[config.mk]
export PLATFORM = sky130hd
export DESIGN_NAME = dram_store_unit
export DESIGN_NICKNAME = d
export VERILOG_FILES = /design/src/rtl/dram_store_unit.sv
export SDC_FILE = /design/constraint.sdc
export NUM_CORES = 1
export LEC_CHECK = 0
export ABC_AREA = 1
export BUFFER_PORTS_ARGS = -buffer_cell sky130_fd_sc_hd__buf_2
export CAP_MARGIN = 40
export CORE_ASPECT_RATIO = 0.8
export CORE_MARGIN = 1
export CORE_UTILIZATION = 40
export DETAILED_ROUTE_END_ITERATION = 7
export GPL_ROUTABILITY_DRIVEN = 0
export SYNTH_ARGS = -nofsm -noshare
export SYNTH_HDL_FRONTEND = slang
export SYNTH_SLANG_ARGS = --single-unit
[constraint.sdc]
create_clock -name clk -period 6 [get_ports clk]
set_input_delay 0.9 -clock clk [delete_from_list [all_inputs] [get_ports clk]]
set_output_delay 0.9 -clock clk [all_outputs]
set_load 0.02 [all_outputs]
[src/rtl/dram_store_unit.sv]
// Buffered store path: queues LSU stores in a small FIFO and turns each one
// into one or two aligned write beats (byte mask + lane-shifted data).
// A store whose bytes straddle a B-byte boundary is issued as a LO beat
// followed by a HI beat. Illegal store types are dropped with an err pulse.
module dram_store_unit #(
    parameter int XLEN   = 32,
    parameter int DEPTH  = 4,
    parameter int ADDR_W = 32
) (
    input  logic              clk,
    input  logic              rst_n,
    input  logic              st_valid,
    output logic              st_ready,
    input  logic [ADDR_W-1:0] st_addr,
    input  logic [XLEN-1:0]   st_data,
    input  logic [3:0]        st_type,
    output logic              mem_valid,
    input  logic              mem_ready,
    output logic [ADDR_W-1:0] mem_addr,
    output logic [XLEN-1:0]   mem_wdata,
    output logic [XLEN/8-1:0] mem_wmask,
    output logic              err,
    output logic              empty
);
    localparam int B     = XLEN / 8;
    localparam int MW    = 2 * B;
    localparam int OFF_W = $clog2(B);
    localparam int IDX_W = $clog2(DEPTH);
    localparam int PTR_W = IDX_W + 1;

    typedef enum logic [1:0] {S_IDLE, S_LO, S_HI} state_t;

    state_t state_reg, state_next;

    // Pointers carry an extra wrap bit so full and empty are distinguishable.
    logic [PTR_W-1:0] wr_ptr_reg, rd_ptr_reg;
    logic [PTR_W-1:0] count;
    logic             push, pop, remain;

    logic [ADDR_W-1:0] addr_mem [DEPTH];
    logic [XLEN-1:0]   data_mem [DEPTH];
    logic [3:0]        type_mem [DEPTH];

    logic [ADDR_W-1:0] head_addr;
    logic [XLEN-1:0]   head_data;
    logic [3:0]        head_type;
    logic              head_legal;
    logic [OFF_W-1:0]  head_off;
    logic [MW-1:0]     size_mask;
    logic [MW-1:0]     full_mask;
    logic [XLEN-1:0]   data_masked;
    logic [2*XLEN-1:0] full_data;
    logic              hi_needed;
    logic [ADDR_W-1:0] lo_addr, hi_addr;

    // Occupancy comes from registered pointers only, so a pop never frees a
    // slot for the same cycle's push.
    assign count    = wr_ptr_reg - rd_ptr_reg;
    assign st_ready = (count != PTR_W'(DEPTH));
    assign push     = st_valid && st_ready;
    // Entries left after the current pop, counting a push landing this cycle.
    assign remain   = (count > PTR_W'(1)) || push;
    assign empty    = (count == '0) && (state_reg == S_IDLE);

    // Store payload written at the tail; contents need no reset because the
    // pointers decide what is valid.
    always_ff @(posedge clk) begin
        if (push) begin
            addr_mem[wr_ptr_reg[IDX_W-1:0]] <= st_addr;
            data_mem[wr_ptr_reg[IDX_W-1:0]] <= st_data;
            type_mem[wr_ptr_reg[IDX_W-1:0]] <= st_type;
        end
    end

    // Pointer advance on accepted push / completed pop.
    always_ff @(posedge clk or negedge rst_n) begin
        if (!rst_n) begin
            wr_ptr_reg <= '0;
            rd_ptr_reg <= '0;
        end else begin
            if (push) wr_ptr_reg <= wr_ptr_reg + PTR_W'(1);
            if (pop)  rd_ptr_reg <= rd_ptr_reg + PTR_W'(1);
        end
    end

    assign head_addr = addr_mem[rd_ptr_reg[IDX_W-1:0]];
    assign head_data = data_mem[rd_ptr_reg[IDX_W-1:0]];
    assign head_type = type_mem[rd_ptr_reg[IDX_W-1:0]];
    assign head_off  = head_addr[OFF_W-1:0];

    // sd only exists on a 64-bit datapath; anything not one-hot is illegal.
    assign head_legal = (head_type == 4'b0001) || (head_type == 4'b0010) ||
                        (head_type == 4'b0100) ||
                        ((XLEN == 64) && (head_type == 4'b1000));

    // Byte-enable pattern for the access size, before lane shifting.
    always_comb begin
        size_mask = '0;
        unique case (head_type)
            4'b0001: size_mask = MW'(8'h01);
            4'b0010: size_mask = MW'(8'h03);
            4'b0100: size_mask = MW'(8'h0F);
            4'b1000: size_mask = MW'(8'hFF);
            default: size_mask = '0;
        endcase
    end

    // Bytes above the access size are ignored rather than written.
    generate
        for (genvar gi = 0; gi < B; gi++) begin : g_byte_sel
            assign data_masked[8*gi +: 8] = size_mask[gi] ? head_data[8*gi +: 8] : 8'h00;
        end
    endgenerate

    assign full_mask = size_mask << head_off;
    assign full_data = {{XLEN{1'b0}}, data_masked} << {head_off, 3'b000};
    assign hi_needed = |full_mask[MW-1:B];
    assign lo_addr   = {head_addr[ADDR_W-1:OFF_W], {OFF_W{1'b0}}};
    assign hi_addr   = lo_addr + ADDR_W'(B);

    // Beat state register; reset drops any half-issued split immediately.
    always_ff @(posedge clk or negedge rst_n) begin
        if (!rst_n) state_reg <= S_IDLE;
        else        state_reg <= state_next;
    end

    // Beat sequencing and write-port outputs (zero whenever no beat is shown).
    always_comb begin
        state_next = state_reg;
        pop        = 1'b0;
        err        = 1'b0;
        mem_valid  = 1'b0;
        mem_addr   = '0;
        mem_wdata  = '0;
        mem_wmask  = '0;
        unique case (state_reg)
            S_IDLE: begin
                // Entering LO on the push edge lets a beat show the next cycle.
                if (count != '0 || push) state_next = S_LO;
            end
            S_LO: begin
                if (!head_legal) begin
                    err        = 1'b1;
                    pop        = 1'b1;
                    state_next = remain ? S_LO : S_IDLE;
                end else begin
                    mem_valid = 1'b1;
                    mem_addr  = lo_addr;
                    mem_wdata = full_data[XLEN-1:0];
                    mem_wmask = full_mask[B-1:0];
                    if (mem_ready) begin
                        if (hi_needed) begin
                            state_next = S_HI;
                        end else begin
                            pop        = 1'b1;
                            state_next = remain ? S_LO : S_IDLE;
                        end
                    end
                end
            end
            S_HI: begin
                mem_valid = 1'b1;
                mem_addr  = hi_addr;
                mem_wdata = full_data[2*XLEN-1:XLEN];
                mem_wmask = full_mask[MW-1:B];
                if (mem_ready) begin
                    pop        = 1'b1;
                    state_next = remain ? S_LO : S_IDLE;
                end
            end
            default: state_next = S_IDLE;
        endcase
    end
endmodule

==> flow_summary.json <==
{
  "status": "finished clean",
  "pwr-share-comb": 0.466,
  "setup_violations": 0,
  "core-area_sq_um": 33800,
  "synth_cell_type_count": 50,
  "synth_top_flop_cell": "edfxtp_1",
  "post-route-period-util": 0.872,
  "antenna_found_initial": 7,
  "ys.warnings.count": 0,
  "detail-route-antenna-nets": 0,
  "power_density_nw_per_um2": 551,
  "area_growth_pct": 13.9,
  "grt.total_usage": 0.210,
  "ir_drop_uv": 255,
  "pwr-share-seq": 0.335,
  "postCtsHoldBufs": 0,
  "clk_path_buf_depth": 3,
  "cp.required_ps": 5100,
  "grt_pass1_vias": 9718,
  "via_per_inst": 5.37,
  "report.final.slew_viol_count": 0,
  "cts_tree": "done",
  "synth_top_area_frac": 0.592,
  "rrSetupSlack_ps": 2310,
  "final_cell_mix": "319 x nand2_1, 272 x edfxtp_1, 153 x nor2_1",
  "synthTopCellsByArea": "edfxtp_1 59%, nand2_1 8.7%, nor2_1 4.3%",
  "crit_type": "flip-flop to output port",
  "r2r_cells": 10,
  "slowest_delay_ps": 890,
  "rsz0062_at_grt": "no",
  "layout.nets": 1574,
  "dieArea_sq_um": 35200,
  "swShare": 0.459,
  "rows": 60,
  "skew_ps": 7.21,
  "clkPwrFrac": 0.199,
  "yosysTopAreaCell": "edfxtp_1",
  "grt_max_degree": 68,
  "cts_resized": 0,
  "htree_levels": 1,
  "critPathArrivalTime_ps": 4330,
  "n_fill_cell": 3135,
  "io_pins": 144,
  "avgRoutedWirePerCell_microns": 19.0,
  "dr.pass1.iters": 5,
  "ys_ff_latch": 280,
  "clock_sink_count": 280,
  "crit_buf_inv": 2,
  "drt_iter0_drc": 979,
  "crit_fanout": 39,
  "leakage_nw": 6.02,
  "end_kind": "output port",
  "slowest_stage": "dfrtp_2",
  "drt_wl_total_microns": 37000,
  "r2r_start": "rd_ptr_reg[1]",
  "drv_cap": 0,
  "r2r-end": "rd_ptr_reg[0]",
  "cts_root_buf": "clkbuf_16",
  "p_sw_w": 0.00397,
  "grt_pass1_wl_microns": 56900,
  "syn_inst": 1372,
  "fmax_mhz": 191,
  "numCtsBuffers": 29,
  "final.setup.tns_ps": 0,
  "die_w_microns": 210,
  "clk_transition_reported_paths_ps": 60,
  "finalCriticalPeriod_ps": 5230,
  "seq_area_frac_synth": 0.607,
  "post-route-util": 0.465,
  "postCtsSetupBuffers": 0,
  "chipHeight_microns": 168,
  "vias": 10473,
  "final_common_cell": "nand2_1",
  "synth-edff-count": 272,
  "intPower_w": 0.00468,
  "ys_async_sr_fraction": 0.0286,
  "portBuffers": 141,
  "max_slew_margin": 0.453,
  "drc": 0,
  "hold_path.class": "primary input to async pin",
  "overflow": 0,
  "drive_gt1_frac": 0.208,
  "synth.avg_cell_area_sq_um": 10.1,
  "path_cells": "inv_2 -> nand3_1 -> nand2_2 -> nand2_2 -> nor2_2 -> nor2_2 -> nand2_1 -> nand3_1 -> o21ai_1 -> o21ai_1 -> a21oi_1 -> buf_2",
  "netlist_area_sq_um": 13800,
  "dp.final_hpwl_microns": 24700,
  "worstSkewPairLatency_ps": 560,
  "path_delay_family": "simple AND/OR/NAND/NOR gates",
  "worst_pin_slew_ps": 820,
  "critPathLaunchType": "flip-flop",
  "start_util": 0.408,
  "hold_violations": 0
}
area by class of cell:
class                      instances  area, sq um  share of cell area
clock buffer                      32          737              0.0469
inverter                          87          329              0.0210
tap                              434          543              0.0346
clock inverter                    20          173              0.0110
antenna                            5         12.5            0.000797
sequential                       280         8370               0.533
timing repair buffer             155          856              0.0545
multi-input combinational        937         4680               0.298
power groups by stage:
stage	combinational (W)	clock, W	sequential (W)
after global routing	0.00445	0.00183	0.00294
after floorplan	0.00301	0	0.00287
after global placement	0.00395	0	0.00293
after CTS	0.00403	0.00175	0.00290
final	0.00403	0.00172	0.00290
after detailed placement	0.00402	0	0.00294
worst register-to-register path, stage by stage (launching register included):
cell and delay, ps:
dfrtp_2 890, inv_2 570, nand3_1 270, nand2_2 340, inv_2 660, nand3_1 200
nand2_2 130, nand3_1 150, nand3_2 130, nand2_2 80, xor2_1 140
through the flow:
step                hold WS (ps)  setup slack, ps  cells  total power (W)  cell area [sq um]
global placement             478             1450   1892          0.00688              14800
finish                       180              771   1950          0.00865              15700
global route                 189              434   1945          0.00922              15700
floorplan                    462             1010   1373          0.00588              13800
CTS                          175              720   1945          0.00867              15700
detailed placement           483             1360   1893          0.00695              14800
synth_stat cells (18+ instances only):
cell type / n
nand3_1: 102
nor2_1: 157
edfxtp_1: 272
inv_1: 67
clkbuf_1: 18
inv_2: 18
o21ai_0: 99
a21oi_1: 36
nand2_1: 319
o22ai_1: 31
nand2_2: 34
o21ai_1: 33
buf_2: 23
how the worst max path moves through the flow:
| stage | from | endpoint | slack (ps) | depth (start not counted) |
|---|---|---|---|---|
| floorplan | rd_ptr_reg[0] | addr_mem[3][0] | 1010 | 6 |
| global placement | rd_ptr_reg[0] | mem_wdata[19] | 1450 | 12 |
| detailed placement | rd_ptr_reg[1] | mem_wdata[31] | 1360 | 12 |
| CTS | rd_ptr_reg[1] | mem_wdata[31] | 720 | 12 |
| global route | rd_ptr_reg[1] | mem_wdata[3] | 430 | 14 |
| finish | rd_ptr_reg[1] | mem_wdata[31] | 770 | 12 |
logic make-up after synthesis:
| kind of cell | after synthesis | share of synthesized area |
|---|---|---|
| simple gates | 682 | 0.225 |
| flops | 280 | 0.607 |
| compound gates | 230 | 0.0931 |
| buf+inv | 156 | 0.0563 |
| fa+ha+maj | 12 | 0.0114 |
| xor+xnor | 11 | 0.00698 |
| other cells | 1 | 0.000272 |
layer usage:
metal / up-vias / track usage / routed length (microns)
met1: 5069 / 0.306 / 17100
met3: 64 / 0.0356 / 2600
met4: 4 / 0.0574 / 1040
met2: 362 / 0.322 / 16300
met5: - / 0 / 16
li1: 4974 / - / -
No activity file was read; power rests on OpenSTA's default activity.
